$ cat src/rtl/sram_ctrl.sv
// Sequences CS/OE/WE strobes for an asynchronous SRAM from a CPU req/ready handshake.
// Latency: done in cycle 3+WAIT_STATES after acceptance, ready again in cycle 4+WAIT_STATES+TURNAROUND.
// Backpressure: ready=0 for the whole access; req seen while busy is dropped, never queued.
module sram_ctrl #(
   parameter int DATA_WIDTH  = 8,
   parameter int ADDR_WIDTH  = 16,
   parameter int WAIT_STATES = 1,
   parameter int TURNAROUND  = 1
) (
   input  logic                  clk,
   input  logic                  reset_bar,
   input  logic                  req,
   input  logic                  wr,
   input  logic [ADDR_WIDTH-1:0] addr,
   input  logic [DATA_WIDTH-1:0] wdata,
   output logic                  ready,
   output logic                  done,
   output logic [DATA_WIDTH-1:0] rdata,
   output logic [ADDR_WIDTH-1:0] sram_addr,
   output logic [DATA_WIDTH-1:0] sram_dout,
   input  logic [DATA_WIDTH-1:0] sram_din,
   output logic                  sram_drive,
   output logic                  sram_cs_bar,
   output logic                  sram_oe_bar,
   output logic                  sram_we_bar
);

   // Wait-state and turnaround counts fit in 4 bits (0..15).
   localparam int CNT_W = 4;
   localparam logic [CNT_W-1:0] LP_WAIT    = CNT_W'(WAIT_STATES);
   localparam logic [CNT_W-1:0] LP_TURN_M1 = CNT_W'((TURNAROUND > 0) ? (TURNAROUND - 1) : 0);
   localparam bit               LP_HAS_TURN = (TURNAROUND > 0);

   typedef enum logic [2:0] {
      S_IDLE   = 3'd0,
      S_SETUP  = 3'd1,
      S_STROBE = 3'd2,
      S_HOLD   = 3'd3,
      S_TURN   = 3'd4
   } state_t;

   state_t                r_state;
   state_t                w_nxt_state;
   logic [CNT_W-1:0]      r_cnt;
   logic [CNT_W-1:0]      w_nxt_cnt;
   logic                  r_wr;
   logic [ADDR_WIDTH-1:0] r_addr;
   logic [DATA_WIDTH-1:0] r_wdata;
   logic [DATA_WIDTH-1:0] r_rdata;

   logic                  r_ready;
   logic                  r_done;
   logic                  r_drive;
   logic                  r_cs_bar;
   logic                  r_oe_bar;
   logic                  r_we_bar;

   logic                  w_accept;
   logic                  w_op_wr;
   logic                  w_last_strobe;

   logic                  w_ready;
   logic                  w_done;
   logic                  w_drive;
   logic                  w_cs_bar;
   logic                  w_oe_bar;
   logic                  w_we_bar;

   // A request is only taken while idle; anything else on req is ignored.
   assign w_accept      = (r_state == S_IDLE) && req;
   // Direction of the access the next state belongs to: fresh wr when accepting, latched otherwise.
   assign w_op_wr       = w_accept ? wr : r_wr;
   assign w_last_strobe = (r_state == S_STROBE) && (r_cnt == '0);

   // State and down-counter register.
   always_ff @(posedge clk) begin
      if (!reset_bar) begin
         r_state <= S_IDLE;
         r_cnt   <= '0;
      end else begin
         r_state <= w_nxt_state;
         r_cnt   <= w_nxt_cnt;
      end
   end

   // Next-state logic; the counter is loaded on entry to STROBE/TURN and counts down to zero.
   always_comb begin
      w_nxt_state = r_state;
      w_nxt_cnt   = r_cnt;
      case (r_state)
         S_IDLE: begin
            if (req) begin
               w_nxt_state = S_SETUP;
            end
         end
         S_SETUP: begin
            w_nxt_state = S_STROBE;
            w_nxt_cnt   = LP_WAIT;
         end
         S_STROBE: begin
            if (r_cnt == '0) begin
               w_nxt_state = S_HOLD;
            end else begin
               w_nxt_cnt = r_cnt - 4'd1;
            end
         end
         S_HOLD: begin
            if (LP_HAS_TURN) begin
               w_nxt_state = S_TURN;
               w_nxt_cnt   = LP_TURN_M1;
            end else begin
               w_nxt_state = S_IDLE;
            end
         end
         S_TURN: begin
            if (r_cnt == '0) begin
               w_nxt_state = S_IDLE;
            end else begin
               w_nxt_cnt = r_cnt - 4'd1;
            end
         end
         default: begin
            w_nxt_state = S_IDLE;
            w_nxt_cnt   = '0;
         end
      endcase
   end

   // Output decode from the next state so every strobe comes straight out of a flop.
   always_comb begin
      w_ready  = 1'b0;
      w_done   = 1'b0;
      w_drive  = 1'b0;
      w_cs_bar = 1'b1;
      w_oe_bar = 1'b1;
      w_we_bar = 1'b1;
      case (w_nxt_state)
         S_IDLE: begin
            w_ready = 1'b1;
         end
         S_SETUP: begin
            w_cs_bar = 1'b0;
            w_oe_bar = w_op_wr;
            w_drive  = w_op_wr;
         end
         S_STROBE: begin
            w_cs_bar = 1'b0;
            w_oe_bar = w_op_wr;
            w_we_bar = !w_op_wr;
            w_drive  = w_op_wr;
         end
         S_HOLD: begin
            // WE has already risen; keep driving so data hold time is met.
            w_cs_bar = 1'b0;
            w_drive  = w_op_wr;
            w_done   = 1'b1;
         end
         S_TURN: begin
            w_ready = 1'b0;
         end
         default: begin
            w_ready = 1'b0;
         end
      endcase
   end

   // Registered strobes and handshake outputs; reset forces the bus quiet immediately.
   always_ff @(posedge clk) begin
      if (!reset_bar) begin
         r_ready  <= 1'b1;
         r_done   <= 1'b0;
         r_drive  <= 1'b0;
         r_cs_bar <= 1'b1;
         r_oe_bar <= 1'b1;
         r_we_bar <= 1'b1;
      end else begin
         r_ready  <= w_ready;
         r_done   <= w_done;
         r_drive  <= w_drive;
         r_cs_bar <= w_cs_bar;
         r_oe_bar <= w_oe_bar;
         r_we_bar <= w_we_bar;
      end
   end

   // Request capture; address and write data stay put until the next accepted request.
   always_ff @(posedge clk) begin
      if (!reset_bar) begin
         r_wr    <= 1'b0;
         r_addr  <= '0;
         r_wdata <= '0;
      end else if (w_accept) begin
         r_wr    <= wr;
         r_addr  <= addr;
         r_wdata <= wdata;
      end
   end

   // Read data sampled at the end of the final strobe cycle, while OE is still low.
   always_ff @(posedge clk) begin
      if (!reset_bar) begin
         r_rdata <= '0;
      end else if (w_last_strobe && !r_wr) begin
         r_rdata <= sram_din;
      end
   end

   assign ready       = r_ready;
   assign done        = r_done;
   assign rdata       = r_rdata;
   assign sram_addr   = r_addr;
   assign sram_dout   = r_wdata;
   assign sram_drive  = r_drive;
   assign sram_cs_bar = r_cs_bar;
   assign sram_oe_bar = r_oe_bar;
   assign sram_we_bar = r_we_bar;

endmodule

$ cat config.mk
export PLATFORM = sky130hd
export DESIGN_NAME = sram_ctrl
export DESIGN_NICKNAME = d
export VERILOG_FILES = /design/src/rtl/sram_ctrl.sv
export SDC_FILE = /design/constraint.sdc
export NUM_CORES = 1
export LEC_CHECK = 0
export BUFFER_PORTS_ARGS = -buffer_cell sky130_fd_sc_hd__buf_2
export CAP_MARGIN = 20
export CORE_UTILIZATION = 40
export CTS_CLUSTER_DIAMETER = 200
export CTS_CLUSTER_SIZE = 28
export DETAILED_ROUTE_END_ITERATION = 8
export PLACE_DENSITY_LB_ADDON = 0.12
export RECOVER_POWER = 100
export SLEW_MARGIN = 20
export SYNTH_ARGS = -nofsm -noshare
export SYNTH_HDL_FRONTEND = slang
export SYNTH_SLANG_ARGS = --single-unit
$ cat constraint.sdc
create_clock -name clk -period 2.2 [get_ports clk]
set_clock_uncertainty 0.15 [all_clocks]
set_input_delay 0.11 -clock clk [delete_from_list [all_inputs] [get_ports clk]]
set_output_delay 0.11 -clock clk [all_outputs]
set_load 0.02 [all_outputs]
==> impl_metrics.py <==
metrics = {
    "status": {
        "status": "completed",
    },
    "placed_design": {
        "portBuffers": 73,
        "pre_cts_ws_ns": 0.3922,
        "dp_hpwl_um": 2642,
        "gp_congestion": 0.7498,
    },
    "synth": {
        "ys_seq_area_frac": 0.5125,
        "synthCells": 207,
        "async_flop_share": 0,
        "syn_area_per_cell_um2": 8.680,
        "syn-cell-area_um2": 1797,
        "ys_types": 32,
        "synth_edf_count": 0,
        "synthFlopType": "dfxtp_1",
        "yosysWarnings": 0,
        "synth-seq-cells": 46,
        "synth_fp_nets": 245,
    },
    "sta": {
        "fin_ws_ns": 0.2755,
        "tightest_slew_ns": 0.6816,
        "setup_tns_ns": 0,
        "fmax_mhz": 519.6,
        "final_hold_viol_count": 0,
        "final-setup-viol-count": 0,
        "final.period_utilization": 0.8748,
        "relSlewSlack": 0.5446,
        "hold_ws_ns": 0.01365,
        "min_period_ns": 1.924,
        "rsz0062_at_grt": "no",
        "slew_violations": 0,
    },
    "final_layout": {
        "mostFrequentLayoutCell": "nand2_1",
        "antennaDiodeCount": 0,
        "final_layout_size_suffix_gt1_frac": 0.1709,
        "nNetsFinal": 353,
        "area_growth_pct": 42.90,
        "n_fill_cell": 423,
        "layout_common_cells": "nand2_1, dfxtp_1, clkbuf_1",
    },
    "power": {
        "vdd_drop_max_v": 0.0004382,
        "powerDensity_nw_per_um2": 814.6,
        "p_total_mw": 2.091,
        "p_leak_nw": 1.045,
    },
    "clock_network": {
        "cts_buffer_depth": 2,
        "cts_resized": 0,
        "tritoncts": "built",
        "numCtsBuffers": 5,
        "clk_pin_slew_worst_paths_ns": 0.08,
        "cts_sinks": 46,
        "cts_root_buf": "clkbuf_8",
        "htreeDepth": 2,
        "clk_latency_ns": 0.29,
    },
    "setup_path": {
        "endpoint_kind": "flop",
        "worstPathCellList": "inv_1, ha_1, or3b_1, nor3_4, clkbuf_2, mux2i_1",
        "crit_required_ns": 2.28,
        "critical_path_class": "flop to flop",
        "cpMaxStageDelayCell": "or3b_1",
        "path_buf_inv": 2,
        "critical_path.top_delay_family": "simple AND/OR/NAND/NOR gates",
        "slowest_delay_ns": 0.44,
        "startpoint_type": "flop",
        "path_max_fanout": 8,
        "cp.arrival_ns": 2.00,
    },
    "global_routing": {
        "grt_start_max_net_pins": 29,
        "antenna_found_initial": 0,
        "busiest_layer": "met2",
        "gr-usage-met2": 0.3074,
        "grt_usage": 0.1859,
        "grt_use_met3": 0.05556,
        "grt_pass1_vias": 1633,
        "grt_overflow": 0,
        "grt.met1_usage": 0.2331,
        "grt_first_pass_wirelength_um": 7286,
    },
    "drt": {
        "viasPerCell": 4.750,
        "wl_um": 4170,
        "wire_per_inst_um": 11.33,
        "drcViolationCount": 0,
        "ant_nets": 0,
        "first_pass_iters": 4,
        "vias": 1748,
        "drt-initial-drc-count": 64,
    },
    "die": {
        "die_y_um": 69.02,
        "rows": 24,
        "ios": 74,
        "initial_core_util": 0.4155,
        "coreArea_um2": 4324,
        "die_w_um": 69.02,
        "die_area_um2": 4764,
    },
    "min_path": {
        "hp-class": "primary input to flop",
    },
    "flow_run": {
        "cap_violations": 0,
    },
}
==> logic make-up (layout without fill, tap and decap cells) <==
kind of cell,after synthesis,in the layout,share of synthesized area
simple gates,89,89,0.2382
flops,46,46,0.5125
compound gates,41,41,0.1260
buf+inv,18,127,0.04944
mux,9,9,0.05014
fa+ha+maj,2,2,0.01393
xor+xnor,2,2,0.009751
==> path summary, 6_finish.rpt <==
check,from,cells after the start,endpoint,slack (ns)
hold reg to reg,sram_addr[0],2,sram_addr[0],0.30
setup / recovery,r_cnt[0],6,rdata[3],0.28
hold / removal,req,4,ready,0.01
setup reg to reg,r_cnt[0],6,rdata[3],0.28
==> sequential cells by signal, indices dropped and copies added (netlist names), 3 cells and up <==
signal     flops
r_state        3
sram_addr     16
r_cnt          4
rdata          8
sram_dout      8
==> layout make-up <==
class / count / area [um^2] / share of cell area
Sequential cell: 46 / 920.9 / 0.3587
Clock buffer: 6 / 82.58 / 0.03216
Inverter: 6 / 22.52 / 0.008772
Tap cell: 52 / 65.06 / 0.02534
Multi-Input combinational cell: 143 / 772.0 / 0.3007
Timing Repair Buffer: 113 / 691.9 / 0.2695
Clock inverter: 2 / 12.51 / 0.004873
==> worst reg2reg max path, stage by stage (launching register included) <==
cell and delay (ns):
dfxtp_1 0.33, inv_1 0.10, ha_1 0.16, or3b_1 0.44, nor3_4 0.18, clkbuf_2 0.29
mux2i_1 0.22
==> synth_stat cells, types with 2 or more instances <==
cell | n | area [um^2]
or3_1 | 2 | 12.51
inv_1 | 5 | 18.77
buf_2 | 5 | 25.02
nand3b_1 | 2 | 15.01
nor2_1 | 3 | 11.26
clkbuf_1 | 5 | 18.77
or4_1 | 2 | 15.01
buf_6 | 2 | 22.52
a21oi_1 | 30 | 150.1
mux2i_1 | 9 | 90.09
a211oi_1 | 2 | 15.01
xor2_1 | 2 | 17.52
o21ai_0 | 5 | 25.02
ha_1 | 2 | 25.02
nor3_1 | 3 | 15.01
nand2_1 | 67 | 251.5
dfxtp_1 | 46 | 920.9
==> layer usage <==
layer	part of all wire	wire [um]
met3	0.056	233
met4	0.013	55
met1	0.47	1950
met5	0	0
met2	0.46	1931
==> power by group <==
part	leakage [nW]	switching, mW	internal [mW]
clock network	0.0472	0.274	0.253
logic	0.621	0.363	0.223
registers	0.377	0.0495	0.929
==> per-stage QoR <==
stage,util,cell area (um^2),instances
final,0.5938,2567,368
after global routing,0.5938,2567,368
after CTS,0.6102,2639,368
after detailed placement,0.5119,2213,327
after global placement,0.5119,2213,327
after floorplan,-,1797,207
==> what timing repair did <==
item	4_1_cts	5_1_grt
hold endpoints to repair	35	0
buffers inserted	0	0
hold buffers	33	0
Note: power is estimated with default switching activity, not from simulation.
